===== config.mk =====
export PLATFORM = sky130hd
export DESIGN_NAME = archie_kbd_proto
export DESIGN_NICKNAME = d
export VERILOG_FILES = /design/src/rtl/archie_kbd_pkg.sv /design/src/rtl/archie_kbd_proto_kbd_fifo.sv /design/src/rtl/archie_kbd_proto.sv
export SDC_FILE = /design/constraint.sdc
export NUM_CORES = 1
export LEC_CHECK = 0
export ABC_CLOCK_PERIOD_IN_PS = 5950
export CAP_MARGIN = 20
export CORE_MARGIN = 2
export CORE_UTILIZATION = 51
export CTS_CLUSTER_DIAMETER = 40
export DETAILED_ROUTE_END_ITERATION = 16
export DONT_BUFFER_PORTS = 1
export PLACE_DENSITY = 0.69
export SLEW_MARGIN = 20
export SYNTH_ARGS = -nofsm -noshare
export SYNTH_HDL_FRONTEND = slang
export SYNTH_SLANG_ARGS = --single-unit

===== constraint.sdc =====
create_clock -name clkcpu -period 5.95 [get_ports clkcpu]
set_clock_uncertainty 0.05 [all_clocks]
set_input_delay 1.19 -clock clkcpu [delete_from_list [all_inputs] [get_ports clkcpu]]
set_output_delay 1.19 -clock clkcpu [all_outputs]
set_load 0.02 [all_outputs]

===== src/rtl/archie_kbd_pkg.sv =====
// Archimedes keyboard protocol: byte codes, engine states and
// mouse accumulator arithmetic shared by the protocol engine.
package archie_kbd_pkg;

    localparam logic [7:0] HRST = 8'hFF;
    localparam logic [7:0] RAK1 = 8'hFE;
    localparam logic [7:0] RAK2 = 8'hFD;
    localparam logic [7:0] RQID = 8'h20;
    localparam logic [7:0] RQMP = 8'h22;
    localparam logic [7:0] BACK = 8'h3F;
    localparam logic [7:0] NACK = 8'h30;
    localparam logic [7:0] SACK = 8'h31;
    localparam logic [7:0] MACK = 8'h32;
    localparam logic [7:0] SMAK = 8'h33;
    localparam logic [7:0] KDDA = 8'hC0;
    localparam logic [7:0] KUDA = 8'hD0;
    localparam logic [7:0] KBID = 8'h80;

    typedef enum logic [3:0] {
        S_POR,
        S_W_HRST,
        S_W_RAK1,
        S_W_RAK2,
        S_READY,
        S_K_BACK,
        S_K_ACK,
        S_M_BACK,
        S_M_ACK
    } state_e;

    // Mouse bytes carry only 7 signed bits; larger motion is sent in pieces.
    function automatic logic [6:0] clamp7(input logic [9:0] a);
        if ($signed(a) > 10'sd63) return 7'h3F;
        if ($signed(a) < -10'sd64) return 7'h40;
        return a[6:0];
    endfunction

    function automatic logic [9:0] sat_add(input logic [9:0] a,
                                           input logic [7:0] d,
                                           input logic [6:0] s);
        logic signed [10:0] t;
        t = $signed({a[9], a}) + $signed({{3{d[7]}}, d})
            - $signed({{4{s[6]}}, s});
        if (t > 11'sd511) return 10'h1FF;
        if (t < -11'sd512) return 10'h200;
        return t[9:0];
    endfunction

endpackage


===== src/rtl/archie_kbd_proto_kbd_fifo.sv =====
// Key-event FIFO holding {up, row, col} entries; flush empties it
// and takes priority over push and pop.
module kbd_fifo #(
    parameter int DEPTH = 8
) (
    input  logic       clk,
    input  logic       rst_i,
    input  logic       flush,
    input  logic       push,
    input  logic [8:0] push_data,
    input  logic       pop,
    output logic [8:0] pop_data,
    output logic       full,
    output logic       empty
);
    localparam int AW = $clog2(DEPTH);

    logic [AW:0] wr_q, wr_d, rd_q, rd_d;
    logic [8:0]  mem_q [DEPTH];
    logic        do_push, do_pop;

    assign empty    = wr_q == rd_q;
    assign full     = (wr_q[AW] != rd_q[AW]) &&
                      (wr_q[AW-1:0] == rd_q[AW-1:0]);
    assign pop_data = mem_q[rd_q[AW-1:0]];
    assign do_push  = push && !full && !flush;
    assign do_pop   = pop && !empty && !flush;

    always_comb begin
        wr_d = wr_q;
        rd_d = rd_q;
        if (flush) begin
            wr_d = '0;
            rd_d = '0;
        end else begin
            if (do_push) wr_d = wr_q + (AW+1)'(1);
            if (do_pop)  rd_d = rd_q + (AW+1)'(1);
        end
    end

    always_ff @(posedge clk) begin
        if (rst_i) begin
            wr_q <= '0;
            rd_q <= '0;
        end else begin
            wr_q <= wr_d;
            rd_q <= rd_d;
        end
    end

    always_ff @(posedge clk) begin
        if (do_push) mem_q[wr_q[AW-1:0]] <= push_data;
    end

endmodule


===== src/rtl/archie_kbd_proto.sv =====
// Archimedes keyboard protocol engine: reset handshake, key and mouse
// transactions with BACK/ack flow control, replies delayed RESP_DELAY.
module archie_kbd_proto
    import archie_kbd_pkg::*;
#(
    parameter int         FIFO_DEPTH = 8,
    parameter logic [5:0] KBD_ID     = 6'h01,
    parameter int         RESP_DELAY = 16
) (
    input  logic       clkcpu,
    input  logic       rst_i,
    input  logic [7:0] host_data,
    input  logic       host_strobe,
    output logic [7:0] kbd_data,
    output logic       kbd_strobe,
    input  logic       key_valid,
    input  logic [7:0] key_code,
    input  logic       key_up,
    output logic       key_ready,
    input  logic       mouse_valid,
    input  logic [7:0] mouse_dx,
    input  logic [7:0] mouse_dy,
    input  logic [2:0] mouse_btn,
    output logic [2:0] leds
);
    localparam int TW = $clog2(RESP_DELAY + 1);

    state_e        state_q, state_d;
    logic [TW-1:0] timer_q, timer_d;
    logic [7:0]    resp_q, resp_d;
    logic [7:0]    kbd_data_q, kbd_data_d;
    logic          kbd_strobe_q, kbd_strobe_d;
    logic          hold_vld_q, hold_vld_d;
    logic [7:0]    hold_q, hold_d;
    logic [1:0]    scan_q, scan_d;
    logic [2:0]    leds_q, leds_d;
    logic [9:0]    accx_q, accx_d, accy_q, accy_d;
    logic [6:0]    sx_q, sx_d, sy_q, sy_d;
    logic [2:0]    btn_q, btn_d;

    logic       busy, byte_vld, is_ack;
    logic       send, flush, pop, latch, sub, mstart;
    logic [7:0] hbyte, send_byte, kpre;
    logic       f_full, f_empty, f_push;
    logic [8:0] f_wdata, f_head;
    logic [2:0] bdiff;
    logic [1:0] bidx;

    kbd_fifo #(.DEPTH(FIFO_DEPTH)) u_fifo (
        .clk       (clkcpu),
        .rst_i     (rst_i),
        .flush     (flush),
        .push      (f_push),
        .push_data (f_wdata),
        .pop       (pop),
        .pop_data  (f_head),
        .full      (f_full),
        .empty     (f_empty)
    );

    assign busy       = timer_q != '0;
    assign byte_vld   = !busy && (host_strobe || hold_vld_q);
    assign hbyte      = host_strobe ? host_data : hold_q;
    assign is_ack     = hbyte inside {NACK, SACK, MACK, SMAK};
    assign kpre       = f_head[8] ? KUDA : KDDA;
    assign bdiff      = mouse_btn ^ btn_q;
    assign key_ready  = !f_full && (bdiff == '0);
    assign kbd_data   = kbd_data_q;
    assign kbd_strobe = kbd_strobe_q;
    assign leds       = leds_q;

    always_comb begin
        state_d   = state_q;
        scan_d    = scan_q;
        leds_d    = leds_q;
        send      = 1'b0;
        send_byte = HRST;
        flush     = 1'b0;
        pop       = 1'b0;
        latch     = 1'b0;
        sub       = 1'b0;
        mstart    = 1'b0;
        if (!busy) begin
            if (state_q == S_POR) begin
                send    = 1'b1;
                state_d = S_W_HRST;
            end else if (byte_vld && hbyte == HRST) begin
                send    = 1'b1;
                flush   = 1'b1;
                scan_d  = '0;
                state_d = S_W_RAK1;
            end else begin
                unique case (state_q)
                    S_W_RAK1, S_W_RAK2: if (byte_vld) begin
                        send    = 1'b1;
                        state_d = S_W_HRST;
                        if (state_q == S_W_RAK1 && hbyte == RAK1) begin
                            send_byte = RAK1;
                            state_d   = S_W_RAK2;
                        end else if (state_q == S_W_RAK2 && hbyte == RAK2) begin
                            send_byte = RAK2;
                            state_d   = S_READY;
                        end
                    end
                    S_READY: if (byte_vld) begin
                        if (is_ack) begin
                            scan_d = hbyte[1:0];
                        end else if (hbyte[7:3] == 5'd0) begin
                            leds_d = hbyte[2:0];
                        end else if (hbyte == RQID) begin
                            send      = 1'b1;
                            send_byte = KBID | {2'b00, KBD_ID};
                        end else if (hbyte == RQMP) begin
                            mstart = 1'b1;
                        end
                    end else if (scan_q[0] && !f_empty) begin
                        send      = 1'b1;
                        send_byte = kpre | {4'h0, f_head[7:4]};
                        state_d   = S_K_BACK;
                    end else if (scan_q[1] && (accx_q != '0 || accy_q != '0)) begin
                        mstart = 1'b1;
                    end
                    S_K_BACK, S_M_BACK: if (byte_vld) begin
                        send    = 1'b1;
                        state_d = S_W_HRST;
                        if (hbyte == BACK && state_q == S_K_BACK) begin
                            send_byte = kpre | {4'h0, f_head[3:0]};
                            state_d   = S_K_ACK;
                        end else if (hbyte == BACK) begin
                            send_byte = {1'b0, sy_q};
                            state_d   = S_M_ACK;
                        end
                    end
                    S_K_ACK, S_M_ACK: if (byte_vld) begin
                        if (is_ack) begin
                            scan_d  = hbyte[1:0];
                            pop     = state_q == S_K_ACK;
                            sub     = state_q == S_M_ACK;
                            state_d = S_READY;
                        end else begin
                            send    = 1'b1;
                            state_d = S_W_HRST;
                        end
                    end
                    default: ;
                endcase
                if (mstart) begin
                    send      = 1'b1;
                    send_byte = {1'b0, clamp7(accx_q)};
                    latch     = 1'b1;
                    state_d   = S_M_BACK;
                end
            end
        end
    end

    always_comb begin
        timer_d      = timer_q;
        resp_d       = resp_q;
        kbd_data_d   = kbd_data_q;
        kbd_strobe_d = 1'b0;
        if (busy) begin
            timer_d = timer_q - 1'b1;
            if (timer_q == TW'(1)) begin
                kbd_strobe_d = 1'b1;
                kbd_data_d   = resp_q;
            end
        end else if (send) begin
            timer_d = TW'(RESP_DELAY);
            resp_d  = send_byte;
        end
        hold_vld_d = busy && (hold_vld_q || host_strobe);
        hold_d     = (busy && host_strobe) ? host_data : hold_q;
        sx_d   = latch ? clamp7(accx_q) : sx_q;
        sy_d   = latch ? clamp7(accy_q) : sy_q;
        accx_d = sat_add(accx_q, mouse_valid ? mouse_dx : 8'h00,
                         sub ? sx_q : 7'h00);
        accy_d = sat_add(accy_q, mouse_valid ? mouse_dy : 8'h00,
                         sub ? sy_q : 7'h00);
        if (flush) begin
            accx_d = '0;
            accy_d = '0;
        end
        // Button edges outrank external keys, lowest button first.
        btn_d   = btn_q;
        f_push  = 1'b0;
        f_wdata = {key_up, key_code};
        if (bdiff[0])      bidx = 2'd0;
        else if (bdiff[1]) bidx = 2'd1;
        else               bidx = 2'd2;
        if (bdiff != '0) begin
            if (!f_full && !flush) begin
                f_push       = 1'b1;
                f_wdata      = {~mouse_btn[bidx], 4'h7, 2'b00, bidx};
                btn_d[bidx]  = mouse_btn[bidx];
            end
        end else if (key_valid && key_ready && !flush) begin
            f_push = 1'b1;
        end
    end

    always_ff @(posedge clkcpu) begin
        if (rst_i) begin
            state_q      <= S_POR;
            timer_q      <= '0;
            resp_q       <= '0;
            kbd_data_q   <= '0;
            kbd_strobe_q <= 1'b0;
            hold_vld_q   <= 1'b0;
            hold_q       <= '0;
            scan_q       <= '0;
            leds_q       <= '0;
            accx_q       <= '0;
            accy_q       <= '0;
            sx_q         <= '0;
            sy_q         <= '0;
            btn_q        <= '0;
        end else begin
            state_q      <= state_d;
            timer_q      <= timer_d;
            resp_q       <= resp_d;
            kbd_data_q   <= kbd_data_d;
            kbd_strobe_q <= kbd_strobe_d;
            hold_vld_q   <= hold_vld_d;
            hold_q       <= hold_d;
            scan_q       <= scan_d;
            leds_q       <= leds_d;
            accx_q       <= accx_d;
            accy_q       <= accy_d;
            sx_q         <= sx_d;
            sy_q         <= sy_d;
            btn_q        <= btn_d;
        end
    end

endmodule


# Word level (Yosys, flattened, before mapping)
# Memory sizes are Yosys's and may differ from the RTL's. A register that Yosys moved wholly into a read port is not among the register bits.
# Cells that the tools add are included.
[op_classes]
add_sub_neg = 7
n_lt_le_gt_ge = 10
n_eq_ne = 26
n_mux = 140
bitwise_logic = 8
reduce_logical = 51
[op_table]
columns = ["op", "count"]
rows = [
  ["7-bit 2-to-1 mux", 15],
  ["8-bit 2-to-1 mux", 11],
  ["10-bit 2-to-1 mux", 8],
  ["1-bit 2-to-1 mux", 71],
  ["8-bit by 6-bit equality test with 1-bit output (second input constant)", 7],
  ["4-bit 2-to-1 mux", 10],
  ["5-bit != test (second input constant)", 5],
  ["8-bit equality test (second input constant)", 3],
  ["8-bit case mux with 3 select lines", 1],
  ["10-bit by 8-bit adder with 11-bit output", 2],
  ["11-bit by 10-bit > comparator with 1-bit output (second input constant)", 2],
  ["11-bit by 10-bit < comparator with 1-bit output (second input constant)", 2],
  ["11-bit by 7-bit subtractor with 11-bit output", 2],
  ["10-bit by 7-bit > comparator with 1-bit output (second input constant)", 2],
  ["10-bit by 7-bit < comparator with 1-bit output (second input constant)", 2],
  ["10-bit nonzero test", 2],
  ["1-bit logical AND", 19],
  ["2-bit 2-to-1 mux", 9],
  ["9-bit 2-to-1 mux", 2],
  ["4-bit by 3-bit equality test with 1-bit output (second input constant)", 4],
  ["8-bit by 4-bit OR with 8-bit output", 2],
  ["4-bit case mux with 4 select lines", 1],
  ["3-bit 2-to-1 mux", 5],
  ["5-bit 2-to-1 mux", 3],
  ["32 further kinds", 52],
]
[word_totals]
regBits = 85
ramBits = 72
input_bits = 41
output_inout_bits = 13
n_memories = 1
[mem_list]
columns = ["name", "depth", "word_bits", "read_ports", "rd_clocked_by_memory_dff", "wr", "line", "source"]
rows = [
  ["u_fifo.mem_q", 8, 9, 1, 1, 1, "archie_kbd_proto_kbd_fifo.sv:19", "logic [8:0] mem_q [DEPTH];"],
]

# Logic depth before layout (Yosys ltp)
# Gate-level depths: netlist of run 1.
[logic_depth]
word_depth = 25
ltp_mapped = 20
depth_no_buf = 18

# Modules after synthesis
# From an unflattened synthesis of run 1, not the netlist that was laid out.
[hier_totals]
hier_cells = 901
hier_area_um2 = 9042.4
[by_module_without_submodules]
columns = ["mod", "instances", "cells_each", "area_each_um2", "seq_area_each_um2"]
rows = [
  ["archie_kbd_proto", 1, 722, 5706.7, 1541.5],
  ["kbd_fifo", 1, 179, 3335.7, 2382.3],
]

# Worst setup path after synthesis of run 1
# OpenSTA, ideal clock, no wires.
[synth_path]
path_type = "in2reg"
start = "input host_data[7]"
end = "register accx_q[8]"
setup_time_ns = 0.117
arrival_ns = 5.250
required_ns = 5.783
slack_ns = 0.533
cell_stages = 16
path_buffers = 1
path_cell_list = "or3b_2 > a222oi_1 > nand3_1 > nor2_1 > clkbuf_1 > nand2_1 > fa_1 > inv_1 > fa_1 > nor2b_1 > o21a_1 > o21ai_0 > a21o_1 > a211oi_1 > a21oi_1 > a22o_1"
[synth_between]
elab_chain_len = 16
elab_cells_between_ends = 28
classes_between = "add/sub (1); order compare (2); eq/ne (5); mux (17); reduce/logical (3)"
[synth_rtl]
columns = ["item", "line", "source"]
rows = [
  ["from (decl)", "archie_kbd_proto.sv:12", "input logic [7:0] host_data,"],
  ["8-bit 2-to-1 mux *", "archie_kbd_proto.sv:63", "assign hbyte = host_strobe ? host_data : hold_q;"],
  ["8-bit by 6-bit equality test with 1-bit output", "archie_kbd_proto.sv:64", "assign is_ack = hbyte inside {NACK, SACK, MACK, SMAK};"],
  ["4-bit nonzero test", "archie_kbd_proto.sv:64", ""],
  ["1-bit 2-to-1 mux", "archie_kbd_proto.sv:135", "if (is_ack) begin"],
  ["1-bit 2-to-1 mux", "archie_kbd_proto.sv:134", "S_K_ACK, S_M_ACK: if (byte_vld) begin"],
  ["1-bit 2-to-1 mux", "archie_kbd_proto.sv:93", "unique case (state_q)"],
  ["1-bit 2-to-1 mux", "archie_kbd_proto.sv:87", "end else if (byte_vld && hbyte == HRST) begin"],
  ["1-bit 2-to-1 mux", "archie_kbd_proto.sv:84", "if (state_q == S_POR) begin"],
  ["1-bit 2-to-1 mux", "archie_kbd_proto.sv:83", "if (!busy) begin"],
  ["7-bit 2-to-1 mux", "archie_kbd_proto.sv:177", "sub ? sx_q : 7'h00);"],
  ["11-bit by 7-bit subtractor with 11-bit output", "archie_kbd_pkg.sv:43", "- $signed({{4{s[6]}}, s});"],
  ["11-bit by 10-bit < comparator with 1-bit output", "archie_kbd_pkg.sv:45", "if (t < -11'sd512) return 10'h200;"],
  ["1-bit 2-to-1 mux (2 in series)", "archie_kbd_pkg.sv:45", ""],
  ["10-bit 2-to-1 mux", "archie_kbd_pkg.sv:46", "return t[9:0];"],
  ["10-bit 2-to-1 mux", "archie_kbd_pkg.sv:45", ""],
  ["to (signal assigned)", "archie_kbd_proto.sv:213", "accx_q <= '0;"],
  ["to (signal assigned)", "archie_kbd_proto.sv:228", "accx_q <= accx_d;"],
  ["to (decl)", "archie_kbd_proto.sv:37", "logic [9:0] accx_q, accx_d, accy_q, accy_d;"],
]
# Every way passes the cells marked *; elsewhere a longest branch is shown, timed or not. The select of a mux whose other input is x is not followed.
# A chain may end at the register's enable or synchronous reset.

# Final worst setup path of run 1
# Ends and elaborated chain as after synthesis.

==> qor.yml, run 1 <==
layout:
  area_growth_pct: 8.82
  final_cells: 1089
  drive_above_1_share_pct: 9.26
  antennaDiodeCount: 0
  final_cell_mix: "dfxtp_1, nand2_1, nor2_1"
  layout.nets: 939
  fin_area_mm2: 0.00958
  final_common_cell: "dfxtp_1"
sta:
  finalSetupViolCount: 0
  max_slew_margin_pct: 26.9
  max_freq_mhz: 196
  worst_pin_slew_ns: 1.09
  finalCriticalPeriod_ns: 5.11
  rsz0062_at_grt: "false"
  setup-tns-final_ns: 0
  hold_viol_final: 0
  maxSlewViolCount: 0
  finalCritPeriodShare_pct: 85.8
die:
  die_y_um: 135
  die_area_mm2: 0.0183
  initial_core_util_pct: 51.4
  rows: 48
  die_w_um: 135
  io-pin-count: 54
  core-area_mm2: 0.0171
cts:
  cts_buffers: 17
  cts_hold_buf: 0
  htreeDepth: 4
  cts_setup_buffers: 0
  cts-resized-gates: 0
  clockBufferDepth: 2
  clkSlewWorstSetupHoldPaths_ns: 0.06
  cts.sinks: 160
  cts_tree: "done"
  insertion_delay_ns: 0.43
  cts_root_buf: "clkbuf_16"
logic_synthesis:
  synth_largest_area_cell: "edfxtp_1"
  synth_edf_count: 72
  yosysWarnings: 0
  ys_async_sr_fraction_pct: 0
  ys_seq_area_share_pct: 44.6
  ys.flop_type: "dfxtp_1"
  synth_top_area_share_pct: 24.6
  synth.distinct_cells: 76
  synth_seq_cells: 160
  synth_cells: 863
  avgSynthCellArea_um2: 10.2
  synthTopCellsByArea: "edfxtp_1, dfxtp_1, mux4_2"
  synth_area_mm2: 0.00881
  syn_nets: 951
placement:
  numPlacedInstances: 1057
  hpwl_mm: 14.2
  gp_congestion: 0.911
  io_buffers: 0
  placed_cell_area_mm2: 0.00899
setup_path:
  reg2reg_setup_slack_ns: 1.34
  r2r_end: "accx_q[8]"
  path_class: "in2reg"
  rr_worst_depth: 15
  start_kind: "input pin"
  cp_data_required_time_ns: 6.27
  cp_max_fo: 14
  critPathArrivalTime_ns: 5.43
  endpoint_kind: "flip-flop"
  crit_top_cell: "a21oi_1"
  r2r_start: "hold_q[7]"
  path_cells: "or3b_2, a222oi_1, nand3_1, nor2_1, buf_4, nand2_1, fa_1, ha_1, a21o_1, a21oi_1, o211ai_1, a311oi_1, xor2_1, a21oi_1, a22o_1"
  crit_slowest_cell: "a21oi_1"
  cpPeakStageDelay_ns: 0.55
worst_hold_path:
  whs_path_depth: 2
  min-delay-path-class: "reg2reg"
  worstHoldEndpoint: "sx_q[1]"
  hold_start: "sx_q[1]"
route:
  wl_mm: 19.8
  num_vias: 6402
  postRouteAntennaNets: 0
  first_pass_iters: 5
  drc: 0
  detail_route.wl_per_cell_um: 18.2
  drt_iter0_drc: 413
  via_per_inst: 5.88
power_and_ir_drop:
  cellPowerDensity_mw_per_mm2: 439
  leakagePower_nw: 3.52
  ir_worst_vdd_mv: 0.227
  p_total_mw: 4.21
global_route:
  grt_usage_pct: 22.3
  gr-total-overflow: 0
  grt_max_degree: 50
  grt_first_pass_wirelength_mm: 31.3
  grt_pass1_vias: 6094
  busiest_layer: "met2"
  globalRouteMet1Util_pct: 30.0
  gr-usage-met2_pct: 36.0
  use_met3_pct: 5.16
  grt_antenna_before_repair: 0
job:
  cap_violations: 0
run_status:
  status: "completed"
worst max path at each step:
stage,cells after the start,startpoint,to
floorplan,16,host_data[7],accx_q[8]
detailed placement,16,host_data[7],accx_q[8]
CTS,15,host_data[7],accx_q[8]
global route,16,host_data[7],accx_q[8]
global placement,15,host_data[7],accx_q[1]
finish,15,host_data[7],accx_q[8]
Yosys cell counts, drive strengths merged (3+ instances only):
master and instances:
dfxtp 88, nand2 77, nor2 75, edfxtp 72
a21oi 60, inv 49, clkbuf 29, o21ai 29
ha 27, mux2i 26, and2 23, nand3 22
nor3 21, fa 20, xnor2 19, mux4 18
o21a 17, nand4 14, nor2b 12, buf 11
nand2b 11, xor2 11, nor3b 9, nor4 9
o211ai 9, a211oi 8, a21o 8, a22o 7
mux2 7, a31oi 6, or3 6, and4 5
and3 4, o221ai 4, or2 4, a222oi 3
a311oi 3, nand3b 3, o221a 3
cell families after synthesis:
| family | synth area share, % |
|---|---|
| fa+ha+maj | 8.50 |
| simple gates | 18.1 |
| flops | 44.6 |
| buf+inv | 4.11 |
| xor+xnor | 2.98 |
| mux | 8.45 |
| compound gates | 13.3 |
registers in the layout, indices dropped and copies added (netlist names), 2 cells and up, named ones only:
name and flops:
accy_q 10, accx_q 10, sx_q 7, kbd_data 8, u_fifo.wr_q 4, resp_q 8, scan_q 2, timer_q 5
u_fifo.rd_q 4, hold_q 8, state_q 4, leds 3, sy_q 7, u_fifo.mem_q 72, btn_q 3
final cells by class:
cell class	count	area (µm²)
Fill cell	1474	7530
Multi-Input combinational cell	614	4540
Sequential cell	160	3920
Clock buffer	20	457
Tap cell	225	282
Inverter	49	184
Clock inverter	12	133
Timing Repair Buffer	9	67.6
routing by layer:
layer | vias to the layer above | share of wire (%)
met1 | 3059 | 45
met5 | - | 0
met3 | 33 | 5.3
li1 | 3121 | -
met2 | 189 | 48
met4 | 0 | 1.9
power breakdown:
group	internal, mW	switching, mW
Clock	0.643	0.443
Combinational	0.702	0.939
Sequential	1.32	0.156
Total	2.67	1.54
stage by stage:
step           setup slack, ns  hold WS, ns  utilization, %
3_3_place_gp             0.566        0.395            52.5
5_1_grt                  0.558        0.435            56.0
2_1_floorplan            0.533        0.387               -
4_1_cts                  0.911        0.414            56.0
6_report                 0.842        0.414            56.0
3_5_place_dp             0.485        0.405            52.5
critical path: cells and delay by family:
family	cells	cell delay, ns
compound gates	7	2.19
simple gates	4	0.89
fa+ha+maj	2	0.78
buf+inv	1	0.20
xor+xnor	1	0.15
Power figures use the tool's default switching activity.
==> inputs of run 2 (changes only) <==
--- a/config.mk
+++ b/config.mk
@@ -7,12 +7,14 @@
 export LEC_CHECK = 0
 export ABC_CLOCK_PERIOD_IN_PS = 5950
 export CAP_MARGIN = 20
+export CELL_PAD_IN_SITES_DETAIL_PLACEMENT = 1
+export CELL_PAD_IN_SITES_GLOBAL_PLACEMENT = 2
 export CORE_MARGIN = 2
-export CORE_UTILIZATION = 51
+export CORE_UTILIZATION = 42
 export CTS_CLUSTER_DIAMETER = 40
 export DETAILED_ROUTE_END_ITERATION = 16
 export DONT_BUFFER_PORTS = 1
-export PLACE_DENSITY = 0.69
+export PLACE_DENSITY = 0.83
 export SLEW_MARGIN = 20
 export SYNTH_ARGS = -nofsm -noshare
 export SYNTH_HDL_FRONTEND = slang
==> run 2 against run 1 <==
Effect of this change:
- sequential power about the same
- die area up 21%
- global-route usage down 0.62 points
- critical path depth unchanged
- count of clock-buffer cells in the layout down 2
- highest routed layer unchanged
- worst setup slack worse by 0.058 ns
- cell count up 3.9%
- cell area up 0.59%
==> qor.yml, run 2 (synthesis gave the netlist of run 1 again) <==
setup_path:
  crit_slowest_cell: "a21oi_1"
  path_buf_inv: 1  # unchanged
  cp_data_required_time_ns: 6.27  # about the same
  path_class: "in2reg"
  worstSetupStartpoint: "host_data[7]"
  start_kind: "input pin"
  critPathArrivalTime_ns: 5.49  # +0.06 ns
  r2r_start: "hold_q[2]"
  cp_max_fo: 14  # unchanged
  reg2reg_setup_slack_ns: 1.23  # -0.11 ns
  crit_top_cell: "a21oi_1"
  path_delay_family: "compound AO/OA/AOI/OAI gates"
  endpoint_kind: "flip-flop"
  cpPeakStageDelay_ns: 0.55  # about the same
  path_cells: "or3b_2, a222oi_1, nand3_1, nor2_1, buf_4, nand2_1, fa_1, ha_1, a21o_1, a21oi_1, o211ai_1, a311oi_1, xor2_1, a21oi_1, o21a_1"
worst_hold_path:
  min-delay-path-class: "reg2reg"
  hold_start: "sx_q[1]"
power_and_ir_drop:
  leakagePower_nw: 3.50  # -0.40%
  cellPowerDensity_mw_per_mm2: 444  # +1.1%
  ir_worst_vdd_mv: 0.216  # -5.1%
route:
  drc: 0  # unchanged
  drt_iter0_drc: 361  # -13%
  postRouteAntennaNets: 0  # unchanged
  via_per_inst: 5.76  # -2.0%
  detail_route.wl_per_cell_um: 20.3  # +11%
  num_vias: 6525  # +1.9%
  first_pass_iters: 5  # unchanged
  wl_mm: 22.9  # +16%
sta:
  max_freq_mhz: 194  # -1.1%
  maxSlewViolCount: 0  # unchanged
  finalCritPeriodShare_pct: 86.8  # +0.97 points
  worst_pin_slew_ns: 1.02  # -0.0731 ns
  finalSetupViolCount: 0  # unchanged
  setup-tns-final_ns: 0  # unchanged
  rsz0062_at_grt: "false"
  finalCriticalPeriod_ns: 5.17  # +0.0579 ns
  hold_viol_final: 0  # unchanged
  max_slew_margin_pct: 32.0  # +5.1 points
  timing.final.ws_setup_ns: 0.784  # -0.0579 ns
run_status:
  status: "completed"
layout:
  final_common_cell: "dfxtp_1"
  fillers: 2246  # +52%
  area_growth_pct: 9.46
  layout.nets: 936  # -0.32%
  drive_above_1_share_pct: 9.76  # +0.50 points
  largest_reg_flops: 72  # unchanged
  final_cell_mix: "dfxtp_1, nand2_1, nor2_1"
die:
  die_area_mm2: 0.0221  # +21%
  die_y_um: 149  # +9.9%
  core-area_mm2: 0.0204  # +19%
  rows: 52  # +8.3%
  die_w_um: 149  # +9.9%
  initial_core_util_pct: 43.1  # -8.3 points
  io-pin-count: 54  # unchanged
cts:
  cts_buffers: 17  # unchanged
  cts-resized-gates: 0  # unchanged
  clkSlewWorstSetupHoldPaths_ns: 0.06  # about the same
  cts.sinks: 160  # unchanged
  clockBufferDepth: 2  # unchanged
  cts_hold_buf: 0  # unchanged
  insertion_delay_ns: 0.44  # about the same
  htreeDepth: 4  # unchanged
  cts_root_buf: "clkbuf_16"
  cts_setup_buffers: 0  # unchanged
  cts_tree: "done"
global_route:
  grt_first_pass_wirelength_mm: 37.3  # +19%
  grt_pass1_vias: 6890  # +13%
  grt_antenna_before_repair: 1  # +1
  gr-total-overflow: 0  # unchanged
  grt_max_degree: 50  # unchanged
  grt_usage_pct: 21.7  # -0.62 points
placement:
  io_buffers: 0  # unchanged
  place_ws_ns: 0.356  # -0.128 ns
  hpwl_mm: 16.6  # +17%
  gp_congestion: 0.828  # -9.1%
job:
  cap_violations: 0  # unchanged
## run 2: cell count changes in the layout (fill, tap and decap cells not counted), moves of 2 or more
cell,before,now
nor3b_2,0,4
clkinv_2,2,0
clkinv_8,0,3
buf_4,9,5
nor3b_1,9,5
inv_8,1,6
clkinv_4,3,1
bufinv_16,2,0
clkbuf_8,2,0
clkinv_1,2,0
## run 2: worst paths after layout
kind / to / cells past startpoint
max reg2reg: accx_q[0] / 15
min reg2reg: sx_q[1] / 2
max: accx_q[0] / 15
min: sx_q[1] / 2
## run 2: cell type report
cell class                      instances  area, µm²  share of cell area (%)
Antenna cell                            1       2.50                  0.0260
Clock buffer                           18        429                    4.45
Clock inverter                         14        159                    1.65
Inverter                               49        184                    1.91
Multi-Input combinational cell        614       4560                    47.3
Sequential cell                       160       3920                    40.7
Tap cell                              270        338                    3.50
Timing Repair Buffer                    6       42.5                   0.441
## run 2: worst reg2reg max path, stage by stage, from the launching register on
cell and delay (ns):
dfxtp_1 0.39, or3_1 0.44, a222oi_1 0.42, nand3_1 0.19
nor2_1 0.14, buf_4 0.22, nand2_1 0.10, fa_1 0.50
ha_1 0.32, a21o_1 0.18, a21oi_1 0.22, o211ai_1 0.20
a311oi_1 0.36, xor2_1 0.16, a21oi_1 0.55, o21a_1 0.21
## run 2: report_power, final
group / total [mW] / switching [mW] / leakage, nW / internal (mW)
Combinational: 1.71 / 1.00 / 1.84 / 0.708
Sequential: 1.48 / 0.158 / 1.37 / 1.32
Clock: 1.09 / 0.521 / 0.286 / 0.566
Total: 4.28 / 1.68 / 3.50 / 2.60
## run 2: metal layers
| metal | up-vias | share of wire (%) | routed length [µm] | track usage [%] |
|---|---|---|---|---|
| li1 | 3108 | - | - | - |
| met1 | 3297 | 45 | 10400 | 28.4 |
| met2 | 94 | 49 | 11300 | 36.9 |
| met3 | 26 | 3.6 | 833 | 4.19 |
| met4 | 0 | 1.4 | 329 | 6.19 |
| met5 | - | 0 | 0 | 0 |
## run 2: stage by stage
| stage | hold WS, ns | cells | power (mW) | util, % | cell area, µm² |
|---|---|---|---|---|---|
| CTS | 0.419 | 1130 | 4.30 | 47.1 | 9630 |
| finish | 0.417 | 1132 | 4.28 | 47.2 | 9640 |
| global route | 0.432 | 1132 | 4.57 | 47.2 | 9640 |
| floorplan | 0.387 | 863 | 2.76 | - | 8810 |
| global placement | 0.402 | 1098 | 3.10 | 44.2 | 9040 |
| detailed placement | 0.410 | 1098 | 3.20 | 44.3 | 9040 |
==> inputs of run 3 (changes only) <==
--- a/config.mk
+++ b/config.mk
@@ -5,15 +5,17 @@
 export SDC_FILE = /design/constraint.sdc
 export NUM_CORES = 1
 export LEC_CHECK = 0
+export ABC_AREA = 1
 export ABC_CLOCK_PERIOD_IN_PS = 5950
 export CAP_MARGIN = 20
 export CELL_PAD_IN_SITES_DETAIL_PLACEMENT = 1
 export CELL_PAD_IN_SITES_GLOBAL_PLACEMENT = 2
 export CORE_MARGIN = 2
-export CORE_UTILIZATION = 42
+export CORE_UTILIZATION = 38
 export CTS_CLUSTER_DIAMETER = 40
 export DETAILED_ROUTE_END_ITERATION = 16
 export DONT_BUFFER_PORTS = 1
+export MAX_ROUTING_LAYER = met4
 export PLACE_DENSITY = 0.83
 export SLEW_MARGIN = 20
 export SYNTH_ARGS = -nofsm -noshare
==> run 3 against run 2 <==
Effect of this change:
- utilization shrank 4.8 points
- global-route usage shrank 0.46 points
- cell area grew 5.9%
- critical endpoint is now accy_q[8]
- sequential share of layout area shrank 2.3 points
- total power grew 5.6%
- synthesized cell count grew 40%
- die area grew 16%
- count of clock-buffer cells in the layout shrank 1
- via count grew 19%
- clock power grew 4%
==> qor.yml, run 3 <==
run_status:
  status: "completed"
power_and_ir_drop:
  ir_worst_vdd_mv: 0.244  # +13%
  cellPowerDensity_mw_per_mm2: 442  # -0.33%
  leakagePower_nw: 4.46  # +27%
job:
  cap_violations: 0  # unchanged
logic_synthesis:
  ys.flop_type: "dfxtp_1"
  syn_nets: 1294  # +36%
  synth_edf_count: 72  # unchanged
  synth_top_area_share_pct: 23.3  # -1.2 points
  synth_cells: 1206  # +40%
  synth.distinct_cells: 49  # -36%
  synth_largest_area_cell: "edfxtp_1"
  avgSynthCellArea_um2: 7.69  # -25%
  synthTopCellsByArea: "edfxtp_1, dfxtp_1, nand2_1"
  synth_commonest_cells: "nand2_1, nor2_1, inv_1"
  synth_seq_cells: 160  # unchanged
  ys_seq_area_share_pct: 42.3  # -2.3 points
  synth.most_common_cell: "nand2_1"
  ys_async_sr_fraction_pct: 0  # unchanged
  yosysWarnings: 0  # unchanged
  synth_area_mm2: 0.00928  # +5.3%
sta:
  setup-tns-final_ns: 0  # unchanged
  maxSlewViolCount: 0  # unchanged
  rsz0062_at_grt: "false"
  finalSetupViolCount: 0  # unchanged
  max_freq_mhz: 210  # +8.3%
  worst_pin_slew_ns: 0.986  # -0.0296 ns
  finalCriticalPeriod_ns: 4.77  # -0.396 ns
  hold_viol_final: 0  # unchanged
  max_slew_margin_pct: 34.0  # +2.0 points
  finalCritPeriodShare_pct: 80.2  # -6.6 points
cts:
  cts-resized-gates: 0  # unchanged
  cts_hold_buf: 0  # unchanged
  cts_tree: "done"
  cts_root_buf: "clkbuf_16"
  clkSlewWorstSetupHoldPaths_ns: 0.07  # about the same
  insertion_delay_ns: 0.44  # about the same
  cts_setup_buffers: 0  # unchanged
  htreeDepth: 4  # unchanged
  clockBufferDepth: 2  # unchanged
  cts_buffers: 17  # unchanged
  cts.sinks: 160  # unchanged
setup_path:
  cp_data_required_time_ns: 6.28  # about the same
  critPathArrivalTime_ns: 5.10  # -0.39 ns
  cpPeakStageDelay_ns: 0.46  # -0.09 ns
  path_class: "in2reg"
  start_kind: "input pin"
  cp_max_fo: 19  # +5
  crit_top_cell: "nand2_1"
  crit_slowest_cell: "fa_1"
  reg2reg_setup_slack_ns: 1.22  # about the same
  path_buf_inv: 5  # +4
  endpoint_kind: "flip-flop"
  path_delay_family: "simple AND/OR/NAND/NOR gates"
route:
  first_pass_iters: 4  # -1
  postRouteAntennaNets: 0  # unchanged
  num_vias: 7748  # +19%
  drt_iter0_drc: 406  # +12%
  detail_route.wl_per_cell_um: 16.5  # -18%
  wl_mm: 25.5  # +11%
  via_per_inst: 5.02  # -13%
  drc: 0  # unchanged
global_route:
  grt_pass1_vias: 8088  # +17%
  grt_first_pass_wirelength_mm: 42.0  # +13%
  grt_max_degree: 38  # -24%
  grt_antenna_before_repair: 0  # -1
  grt_usage_pct: 21.2  # -0.46 points
  gr-total-overflow: 0  # unchanged
layout:
  final_common_cell: "nand2_1"
  fin_area_mm2: 0.0102  # +5.9%
  final_cell_mix: "nand2_1, nor2_1, inv_1"
  layout.nets: 1294  # +38%
  antennaDiodeCount: 0  # -1
  area_growth_pct: 10.1
  largest_reg_flops: 72  # unchanged
  drive_above_1_share_pct: 8.61  # -1.1 points
placement:
  gp_congestion: 0.902  # +8.9%
  io_buffers: 0  # unchanged
  placed_cell_area_mm2: 0.00962  # +6.3%
  hpwl_mm: 18.8  # +13%
die:
  rows: 57  # +9.6%
  die_area_mm2: 0.0257  # +16%
  core-area_mm2: 0.0241  # +18%
  die_w_um: 160  # +7.7%
  io-pin-count: 54  # unchanged
  initial_core_util_pct: 38.5  # -4.6 points
  die_y_um: 160  # +7.7%
worst_hold_path:
  min-delay-path-class: "reg2reg"
## run 3: cell types whose count changed after synthesis, moves of 11 or more
| cell | change |
|---|---|
| nand2_1 | +232 |
| inv_1 | +104 |
| nor2_1 | +85 |
| nand3_1 | +55 |
| o21ai_0 | +42 |
| mux2i_1 | -26 |
| and2_1 | -23 |
| mux4_2 | -18 |
| o21a_1 | -17 |
| nor2b_1 | -12 |
| clkbuf_1 | -11 |
| nand2b_1 | -11 |
| nor2_2 | +11 |
## run 3: area by class of cell
type	count	area (µm²)
clock buffers	17	425
clock inverters	15	171
well taps	324	405
inverters	165	632
repair buffers	12	90.1
multi-input cells	850	4560
fillers	2983	13900
flip-flops and latches	160	3920
## run 3: worst paths after layout
kind / startpoint / depth (start not counted) / end
worst max-delay path: host_strobe / 25 / accy_q[8]
worst min-delay path: resp_q[1] / 2 / kbd_data[1]
worst max register to register: timer_q[0] / 23 / accy_q[8]
worst min register to register: resp_q[1] / 2 / kbd_data[1]
## run 3: cells by family after synthesis
logic type	Yosys count	synth area share [%]
AOI/OAI and AO/OA	170	10.4
xor gates and xnor gates	20	1.89
adders and majority gates	47	7.96
buffers and inverters	196	8.75
DFF	160	42.3
and+or+nand+nor	613	28.7
## run 3: where the power goes
| part | internal, mW | total, mW | switching [mW] |
|---|---|---|---|
| sequential | 1.35 | 1.50 | 0.148 |
| combinational | 0.658 | 1.89 | 1.23 |
| clock | 0.631 | 1.13 | 0.501 |
| total | 2.64 | 4.52 | 1.88 |
## run 3: worst min-delay path: cells and delay by family, from the launching register on
family                 cells  cell delay (ns)
DFF                        1             0.30
buffers and inverters      1             0.06
AOI/OAI and AO/OA          1             0.05
## run 3: per-layer routing
| layer | global-route usage, % | share of wire, % | vias to the layer above |
|---|---|---|---|
| met5 | - | 0 | - |
| met2 | 34.7 | 47 | 123 |
| li1 | - | - | 3885 |
| met1 | 27.3 | 48 | 3715 |
| met4 | 5.32 | 1.4 | 0 |
| met3 | 4.08 | 3.5 | 25 |
## run 3: metrics by stage
step	hold slack (ns)	std cells	total power, mW	util (%)	setup WS, ns
floorplan	0.380	1206	2.95	-	1.39
global placement	0.396	1511	3.38	39.9	0.863
detailed placement	0.399	1511	3.42	39.9	0.738
CTS	0.408	1543	4.56	42.4	1.17
global route	0.444	1543	4.91	42.4	0.737
finish	0.403	1543	4.52	42.4	1.18
